==> src/rtl/frame_stream_arbiter_if.sv <==
// One AXI4-Stream video link (pixel data, start-of-frame, end-of-line, handshake).
// The driving side uses the master modport; the receiving side uses the slave modport.
interface frame_stream_arbiter_if #(
  parameter int TDATA_WIDTH = 32
);
  logic [TDATA_WIDTH-1:0] tdata;
  logic                   tuser;
  logic                   tlast;
  logic                   tvalid;
  logic                   tready;

  modport master (output tdata, output tuser, output tlast, output tvalid, input tready);
  modport slave  (input tdata, input tuser, input tlast, input tvalid, output tready);
endinterface

==> src/rtl/frame_stream_arbiter.sv <==
// Two-source AXI4-Stream video arbiter that hands the output over only on frame boundaries.
// Define FSA_WATCHDOG_EN to add a stall watchdog that revokes a grant after WDOG_CYCLES idle cycles.
module frame_stream_arbiter #(
  parameter int TDATA_WIDTH     = 32,
  parameter int LINES_PER_FRAME = 1080,
  parameter int WDOG_CYCLES     = 4096
) (
  input  logic                   aclk,
  input  logic                   areset,
  frame_stream_arbiter_if.slave  s0,
  frame_stream_arbiter_if.slave  s1,
  frame_stream_arbiter_if.master m,
  output logic                   fsync,
  output logic [1:0]             grant,
  output logic                   frame_done,
  output logic                   wdog_err
);
  localparam int              LC_W      = $clog2(LINES_PER_FRAME + 1);
  localparam logic [LC_W-1:0] LAST_LINE = LC_W'(LINES_PER_FRAME - 1);

  typedef enum logic [1:0] {
    IDLE   = 2'd0,
    GRANT0 = 2'd1,
    GRANT1 = 2'd2
  } state_t;

  state_t            state_reg, state_next;
  logic              prio_reg, prio_next;
  logic [LC_W-1:0]   line_cnt_reg, line_cnt_next;
  logic              fsync_reg;
  logic              frame_done_reg;
  logic              frame_end;
  logic              wdog_fire;
  logic              stall_hit;

  logic [1:0]             s_valid, s_user, s_last, s_ready;
  logic [1:0]             cand, flush;
  logic [TDATA_WIDTH-1:0] s_data [2];

  logic                   sel;
  logic                   granted;
  logic [TDATA_WIDTH-1:0] m_data;
  logic                   m_user, m_last, m_valid;
  logic                   handshake;

  assign s_valid   = {s1.tvalid, s0.tvalid};
  assign s_user    = {s1.tuser,  s0.tuser};
  assign s_last    = {s1.tlast,  s0.tlast};
  assign s_data[0] = s0.tdata;
  assign s_data[1] = s1.tdata;

  // Only a start-of-frame beat may claim the output; any other beat seen while idle is debris.
  genvar gi;
  generate
    for (gi = 0; gi < 2; gi++) begin : g_src
      assign cand[gi]  = s_valid[gi] & s_user[gi];
      assign flush[gi] = s_valid[gi] & ~s_user[gi];
    end
  endgenerate

  assign sel       = (state_reg == GRANT1);
  assign granted   = (state_reg != IDLE);
  assign m_valid   = granted & s_valid[sel];
  assign m_data    = granted ? s_data[sel] : '0;
  assign m_user    = granted & s_user[sel];
  assign m_last    = granted & s_last[sel];
  assign handshake = m_valid & m.tready;

  always_comb begin
    state_next    = state_reg;
    prio_next     = prio_reg;
    line_cnt_next = line_cnt_reg;
    frame_end     = 1'b0;
    wdog_fire     = 1'b0;
    s_ready       = 2'b00;
    case (state_reg)
      IDLE: begin
        s_ready = flush;
        if (cand[0] && (!cand[1] || !prio_reg)) begin
          state_next = GRANT0;
        end else if (cand[1]) begin
          state_next = GRANT1;
        end
      end
      GRANT0, GRANT1: begin
        s_ready[sel] = m.tready;
        if (handshake && m_last) begin
          if (line_cnt_reg == LAST_LINE) begin
            state_next    = IDLE;
            line_cnt_next = '0;
            prio_next     = ~sel;
            frame_end     = 1'b1;
          end else begin
            line_cnt_next = line_cnt_reg + 1'b1;
          end
        end else if (stall_hit) begin
          state_next    = IDLE;
          line_cnt_next = '0;
          prio_next     = ~sel;
          wdog_fire     = 1'b1;
        end
      end
      default: state_next = IDLE;
    endcase
  end

  always_ff @(posedge aclk) begin
    if (areset) begin
      state_reg      <= IDLE;
      prio_reg       <= 1'b0;
      line_cnt_reg   <= '0;
      fsync_reg      <= 1'b0;
      frame_done_reg <= 1'b0;
    end else begin
      state_reg      <= state_next;
      prio_reg       <= prio_next;
      line_cnt_reg   <= line_cnt_next;
      fsync_reg      <= handshake & m_user;
      frame_done_reg <= frame_end;
    end
  end

`ifdef FSA_WATCHDOG_EN
  localparam int              WD_W      = $clog2(WDOG_CYCLES + 1);
  localparam logic [WD_W-1:0] WDOG_LAST = WD_W'(WDOG_CYCLES - 1);

  logic [WD_W-1:0] stall_cnt_reg, stall_cnt_next;
  logic            wdog_err_reg;

  // Counts consecutive granted cycles without an output handshake.
  assign stall_hit = granted & ~handshake & (stall_cnt_reg == WDOG_LAST);

  always_comb begin
    stall_cnt_next = stall_cnt_reg + 1'b1;
    if (!granted || handshake || stall_hit) begin
      stall_cnt_next = '0;
    end
  end

  always_ff @(posedge aclk) begin
    if (areset) begin
      stall_cnt_reg <= '0;
      wdog_err_reg  <= 1'b0;
    end else begin
      stall_cnt_reg <= stall_cnt_next;
      if (wdog_fire) begin
        wdog_err_reg <= 1'b1;
      end
    end
  end

  assign wdog_err = wdog_err_reg;
`else
  assign stall_hit = 1'b0;
  assign wdog_err  = 1'b0;
`endif

  // Reset drops every handshake immediately so an interrupted frame is abandoned in the reset cycle.
  assign m.tdata    = areset ? '0 : m_data;
  assign m.tuser    = m_user & ~areset;
  assign m.tlast    = m_last & ~areset;
  assign m.tvalid   = m_valid & ~areset;
  assign s0.tready  = s_ready[0] & ~areset;
  assign s1.tready  = s_ready[1] & ~areset;
  assign fsync      = fsync_reg;
  assign frame_done = frame_done_reg;
  assign grant      = {state_reg == GRANT1, state_reg == GRANT0};
endmodule

==> src/flat_wrapper.sv <==
// flat-port wrapper written by rule: the top's interface ports become plain ports
module frame_stream_arbiter_flat 
#(
  parameter int TDATA_WIDTH     = 32,
  parameter int LINES_PER_FRAME = 1080,
  parameter int WDOG_CYCLES     = 4096
)
  (aclk, areset, fsync, grant, frame_done, wdog_err, s0_tdata, s0_tuser, s0_tlast, s0_tvalid, s0_tready, s1_tdata, s1_tuser, s1_tlast, s1_tvalid, s1_tready, m_tdata, m_tuser, m_tlast, m_tvalid, m_tready);
  frame_stream_arbiter_if #(.TDATA_WIDTH(TDATA_WIDTH)) s0_i ();
  frame_stream_arbiter_if #(.TDATA_WIDTH(TDATA_WIDTH)) s1_i ();
  frame_stream_arbiter_if #(.TDATA_WIDTH(TDATA_WIDTH)) m_i ();
  input  logic aclk;
  input  logic areset;
  output logic fsync;
  output logic [1:0] grant;
  output logic frame_done;
  output logic wdog_err;
  input wire logic [$bits(s0_i.tdata)-1:0] s0_tdata;
  input wire logic [$bits(s0_i.tuser)-1:0] s0_tuser;
  input wire logic [$bits(s0_i.tlast)-1:0] s0_tlast;
  input wire logic [$bits(s0_i.tvalid)-1:0] s0_tvalid;
  output wire logic [$bits(s0_i.tready)-1:0] s0_tready;
  input wire logic [$bits(s1_i.tdata)-1:0] s1_tdata;
  input wire logic [$bits(s1_i.tuser)-1:0] s1_tuser;
  input wire logic [$bits(s1_i.tlast)-1:0] s1_tlast;
  input wire logic [$bits(s1_i.tvalid)-1:0] s1_tvalid;
  output wire logic [$bits(s1_i.tready)-1:0] s1_tready;
  output wire logic [$bits(m_i.tdata)-1:0] m_tdata;
  output wire logic [$bits(m_i.tuser)-1:0] m_tuser;
  output wire logic [$bits(m_i.tlast)-1:0] m_tlast;
  output wire logic [$bits(m_i.tvalid)-1:0] m_tvalid;
  input wire logic [$bits(m_i.tready)-1:0] m_tready;
  assign s0_i.tdata = s0_tdata;
  assign s0_i.tuser = s0_tuser;
  assign s0_i.tlast = s0_tlast;
  assign s0_i.tvalid = s0_tvalid;
  assign s0_tready = s0_i.tready;
  assign s1_i.tdata = s1_tdata;
  assign s1_i.tuser = s1_tuser;
  assign s1_i.tlast = s1_tlast;
  assign s1_i.tvalid = s1_tvalid;
  assign s1_tready = s1_i.tready;
  assign m_tdata = m_i.tdata;
  assign m_tuser = m_i.tuser;
  assign m_tlast = m_i.tlast;
  assign m_tvalid = m_i.tvalid;
  assign m_i.tready = m_tready;
  frame_stream_arbiter #(.TDATA_WIDTH(TDATA_WIDTH), .LINES_PER_FRAME(LINES_PER_FRAME), .WDOG_CYCLES(WDOG_CYCLES)) u_core (.aclk(aclk), .areset(areset), .s0(s0_i), .s1(s1_i), .m(m_i), .fsync(fsync), .grant(grant), .frame_done(frame_done), .wdog_err(wdog_err));
endmodule
==> config.mk <==
export PLATFORM = sky130hd
export DESIGN_NAME = frame_stream_arbiter_flat
export DESIGN_NICKNAME = d
export VERILOG_FILES = /design/src/rtl/frame_stream_arbiter_if.sv /design/src/rtl/frame_stream_arbiter.sv /design/src/flat_wrapper.sv
export SDC_FILE = /design/constraint.sdc
export NUM_CORES = 1
export LEC_CHECK = 0
export ABC_CLOCK_PERIOD_IN_PS = 4000
export CORE_MARGIN = 2
export CORE_UTILIZATION = 36
export DETAILED_ROUTE_END_ITERATION = 8
export PLACE_DENSITY = 0.87
export REMOVE_ABC_BUFFERS = 1
export SETUP_SLACK_MARGIN = 0.5
export SYNTH_ARGS = -nofsm -noshare
export SYNTH_HDL_FRONTEND = slang
export SYNTH_SLANG_ARGS = --single-unit
==> constraint.sdc <==
create_clock -name aclk -period 4 [get_ports aclk]
set_clock_uncertainty 0.15 [all_clocks]
set_input_delay 0.6 -clock aclk [delete_from_list [all_inputs] [get_ports aclk]]
set_output_delay 0.6 -clock aclk [all_outputs]
set_load 0.02 [all_outputs]
==> impl_metrics.csv <==
group,metric,value,unit
status,status,"complete, no violations",
critical_path,cp.required,3250,ps
finish,antennaDiodeCount,0,
run,maxCapViolCount,0,
clocking,root_buffer,"clkbuf_8",
synth,yosys_warnings,0,
pwr,p_seq_share,20.3,%
clocking,post_cts_buffers,0,
pwr,power.static_leakage,0.894,nW
global_routing,grt_util_all_layers,21.7,%
clocking,numCtsBuffers,3,
synth,syn_inst,188,
critical_path,crit_chain,"inv_1, ha_1, or2_2, nor2_1, clkdlybuf4s50_1",
critical_path,reg2reg_depth,6,
critical_path,crit_type,"reg -> out",
detailed_routing,wl_per_cell,15.1,microns
finish,stdcell_count,343,
finish,fillers,331,
clocking,clkTransAtPathRegs,60,ps
floorplanning,die_h,67.3,microns
worst_hold_path,hp-class,"reg -> reg",
synth,synth_area_per_cell,7.68,sq um
critical_path,critPathArrivalTime,2520,ps
finish,syn_to_final_growth,83.4,%
critical_path,worst_path_largest_cell_delay,650,ps
finish,drive_above_1_share,4.10,%
critical_path,start_kind,"flop",
synth,synthesis.area,1440,sq um
pwr,power_density,318,nW/um^2
pwr,sw_frac_of_total,38.2,%
detailed_routing,drcViolationCount,0,
global_routing,grt_max_degree,36,
clocking,ctsHoldBuffers,0,
timing,tns,0,ps
placement,place_hpwl,4350,microns
global_routing,grt_pass1_vias,1589,
placement,dp_slack,799,ps
placement,place_area,2590,sq um
global_routing,antenna_found_initial,0,
global_routing,grt_pass1_wl,7490,microns
placement,dp.cells,339,
timing,setup_viol,0,
finish,multi_input_area,1030,sq um
worst_hold_path,min_from,"u_core.prio_reg",
timing,whs,345,ps
finish,largest_reg_flops,11,
finish,final_core_util,67.2,%
floorplanning,num_rows,23,
finish,stdcell_area,2650,sq um
synth,synth-edff-count,0,
critical_path,critPathSlowestCell,"clkdlybuf4s50_1",
clocking,post_cts_resized,0,
timing,fin_ws,734,ps
critical_path,r2r_end,"u_core.line_cnt_reg[9]",
detailed_routing,first_iter_violations,53,
finish,regArea,320,sq um
critical_path,cp_num_buf_inv,2,
clocking,clk_latency,250,ps
synth,ys_seq_elements,16,
worst_hold_path,whs_path_depth,2,
floorplanning,ios,115,
critical_path,critPathCaptureType,"primary output",
detailed_routing,vias_per_cell,5.22,
pwr,switching_power,0.321,mW
finish,fin_nets,373,
synth,synth-main-ff-cell,"dfxtp_1",
timing,rsz0062_at_grt,"false",
pwr,power.total,0.842,mW
global_routing,grt_overflow_total,0,
clocking,htreeDepth,1,
worst_hold_path,hold_end,"u_core.prio_reg",
detailed_routing,num_vias,1790,
pwr,internal-power,0.521,mW
timing,fmax,0.306,GHz
detailed_routing,dr.pass1.iters,4,
placement,io_buffers,113,
floorplanning,initial_core_util,36.6,%
detailed_routing,routed_wl,5190,microns
pwr,vdd_drop_max,0.000234,V
timing,finalCriticalPeriod,3270,ps
floorplanning,dieWidth,67.3,microns
floorplanning,core_area,3940,sq um
pwr,comb_power_share,62.7,%
synth,netlist-cell-type-count,34,
timing,period_share,81.6,%
clocking,cts_tree,"done",
critical_path,worstReg2RegStart,"u_core.state_reg[0]",
pwr,clkPwrFrac,16.9,%
timing,worst_pin_slew,704,ps
timing,max_slew_margin,53.1,%
timing,hold_violations,0,
critical_path,path_max_fanout,35,
clocking,clockBufferDepth,2,
detailed_routing,drtAntennaViolNets,0,
placement,gp_congestion,0.794,
synth,seq_area_frac_synth,22.2,%
critical_path,cpLargestDelayFamily,"simple AND/OR/NAND/NOR gates",
timing,maxSlewViolCount,0,
critical_path,r2r_slack,1070,ps
synth,synth-async-reset-ratio,0,%
floorplanning,die_area,4530,sq um
clocking,numClockSinks,16,
==> per-layer routing <==
layer / wire [microns] / vias up / GRT usage (%) / share of wire (%)
met5: 0 / - / 0 / 0
met4: 146 / 0 / 9.95 / 2.8
met3: 463 / 13 / 5.33 / 8.9
met2: 2600 / 71 / 38.9 / 50
met1: 1980 / 819 / 24.1 / 38
li1: - / 887 / - / -
==> cell usage after synthesis, types with 2 or more instances <==
cell type | instances | area (sq um)
nand2_1 | 6 | 22.5
or4_1 | 7 | 52.6
mux2i_1 | 37 | 370
or2_2 | 3 | 18.8
nor2_1 | 37 | 139
clkbuf_1 | 8 | 30.0
o31ai_1 | 6 | 45.0
dfxtp_1 | 16 | 320
nor3_1 | 5 | 25.0
nand3_1 | 4 | 20.0
a21oi_1 | 9 | 45.0
inv_1 | 6 | 22.5
or3_1 | 4 | 25.0
nand2b_1 | 3 | 18.8
buf_1 | 2 | 7.51
ha_1 | 6 | 75.1
buf_4 | 3 | 22.5
nand4_1 | 3 | 18.8
o41ai_1 | 2 | 17.5
o21ai_0 | 5 | 25.0
a32oi_1 | 2 | 17.5
nand3b_1 | 2 | 15.0
==> cells in the final DEF (no fill, tap or decap), types with 2 or more instances in the layout <==
| master | count |
|---|---|
| nand2_1 | 6 |
| or3_1 | 4 |
| nor3_1 | 5 |
| nand2b_1 | 3 |
| a21oi_1 | 9 |
| o31ai_1 | 6 |
| nand3b_1 | 2 |
| nor2_1 | 37 |
| buf_4 | 3 |
| clkbuf_8 | 4 |
| ha_1 | 5 |
| o41ai_1 | 2 |
| mux2i_1 | 37 |
| o21ai_0 | 5 |
| or2_2 | 3 |
| dfxtp_1 | 16 |
| or4_1 | 7 |
| inv_1 | 6 |
| nand3_1 | 4 |
| nand4_1 | 3 |
| clkdlybuf4s50_1 | 113 |
| a32oi_1 | 2 |
==> power by group through the flow <==
stage | sequential, mW | combinational, mW | clock (mW)
2_1_floorplan | 0.174 | 0.301 | 0
3_3_place_gp | 0.174 | 0.523 | 0
3_5_place_dp | 0.175 | 0.529 | 0
4_1_cts | 0.171 | 0.531 | 0.145
5_1_grt | 0.172 | 0.563 | 0.152
6_report | 0.171 | 0.528 | 0.143
==> worst max-delay path by stage <==
stage	start	to	slack, ps	cells past startpoint
2_1_floorplan	u_core.state_reg[0]	u_core.line_cnt_reg[10]	190	6
3_3_place_gp	areset	m_tdata[28]	850	4
3_5_place_dp	areset	m_tdata[29]	800	4
4_1_cts	u_core.state_reg[0]	m_tdata[29]	720	5
5_1_grt	u_core.state_reg[0]	m_tdata[29]	640	5
6_report	u_core.state_reg[0]	m_tdata[29]	730	5
==> cell families after synthesis <==
kind of cell,after synthesis,share of synthesized area (%)
buffers and inverters,21,6.41
adders and majority gates,6,5.20
AOI/OAI and AO/OA,29,13.3
muxes,37,25.7
and+or+nand+nor,77,26.4
xor gates and xnor gates,1,0.607
other,1,0.260
DFF,16,22.2
==> tightest hold or removal path, cell delays in order, from the launching register on <==
cell and delay [ps]:
dfxtp_1 310, o21ai_0 70, a21oi_1 60
==> cell type report <==
class / instances / area share, %
timing repair buffer: 116 / 43.6
multi-input combinational: 151 / 39.0
sequential: 16 / 12.1
tap: 50 / 2.36
clock buffer: 4 / 2.08
inverter: 6 / 0.851
Note: power is estimated with default switching activity, not from simulation.
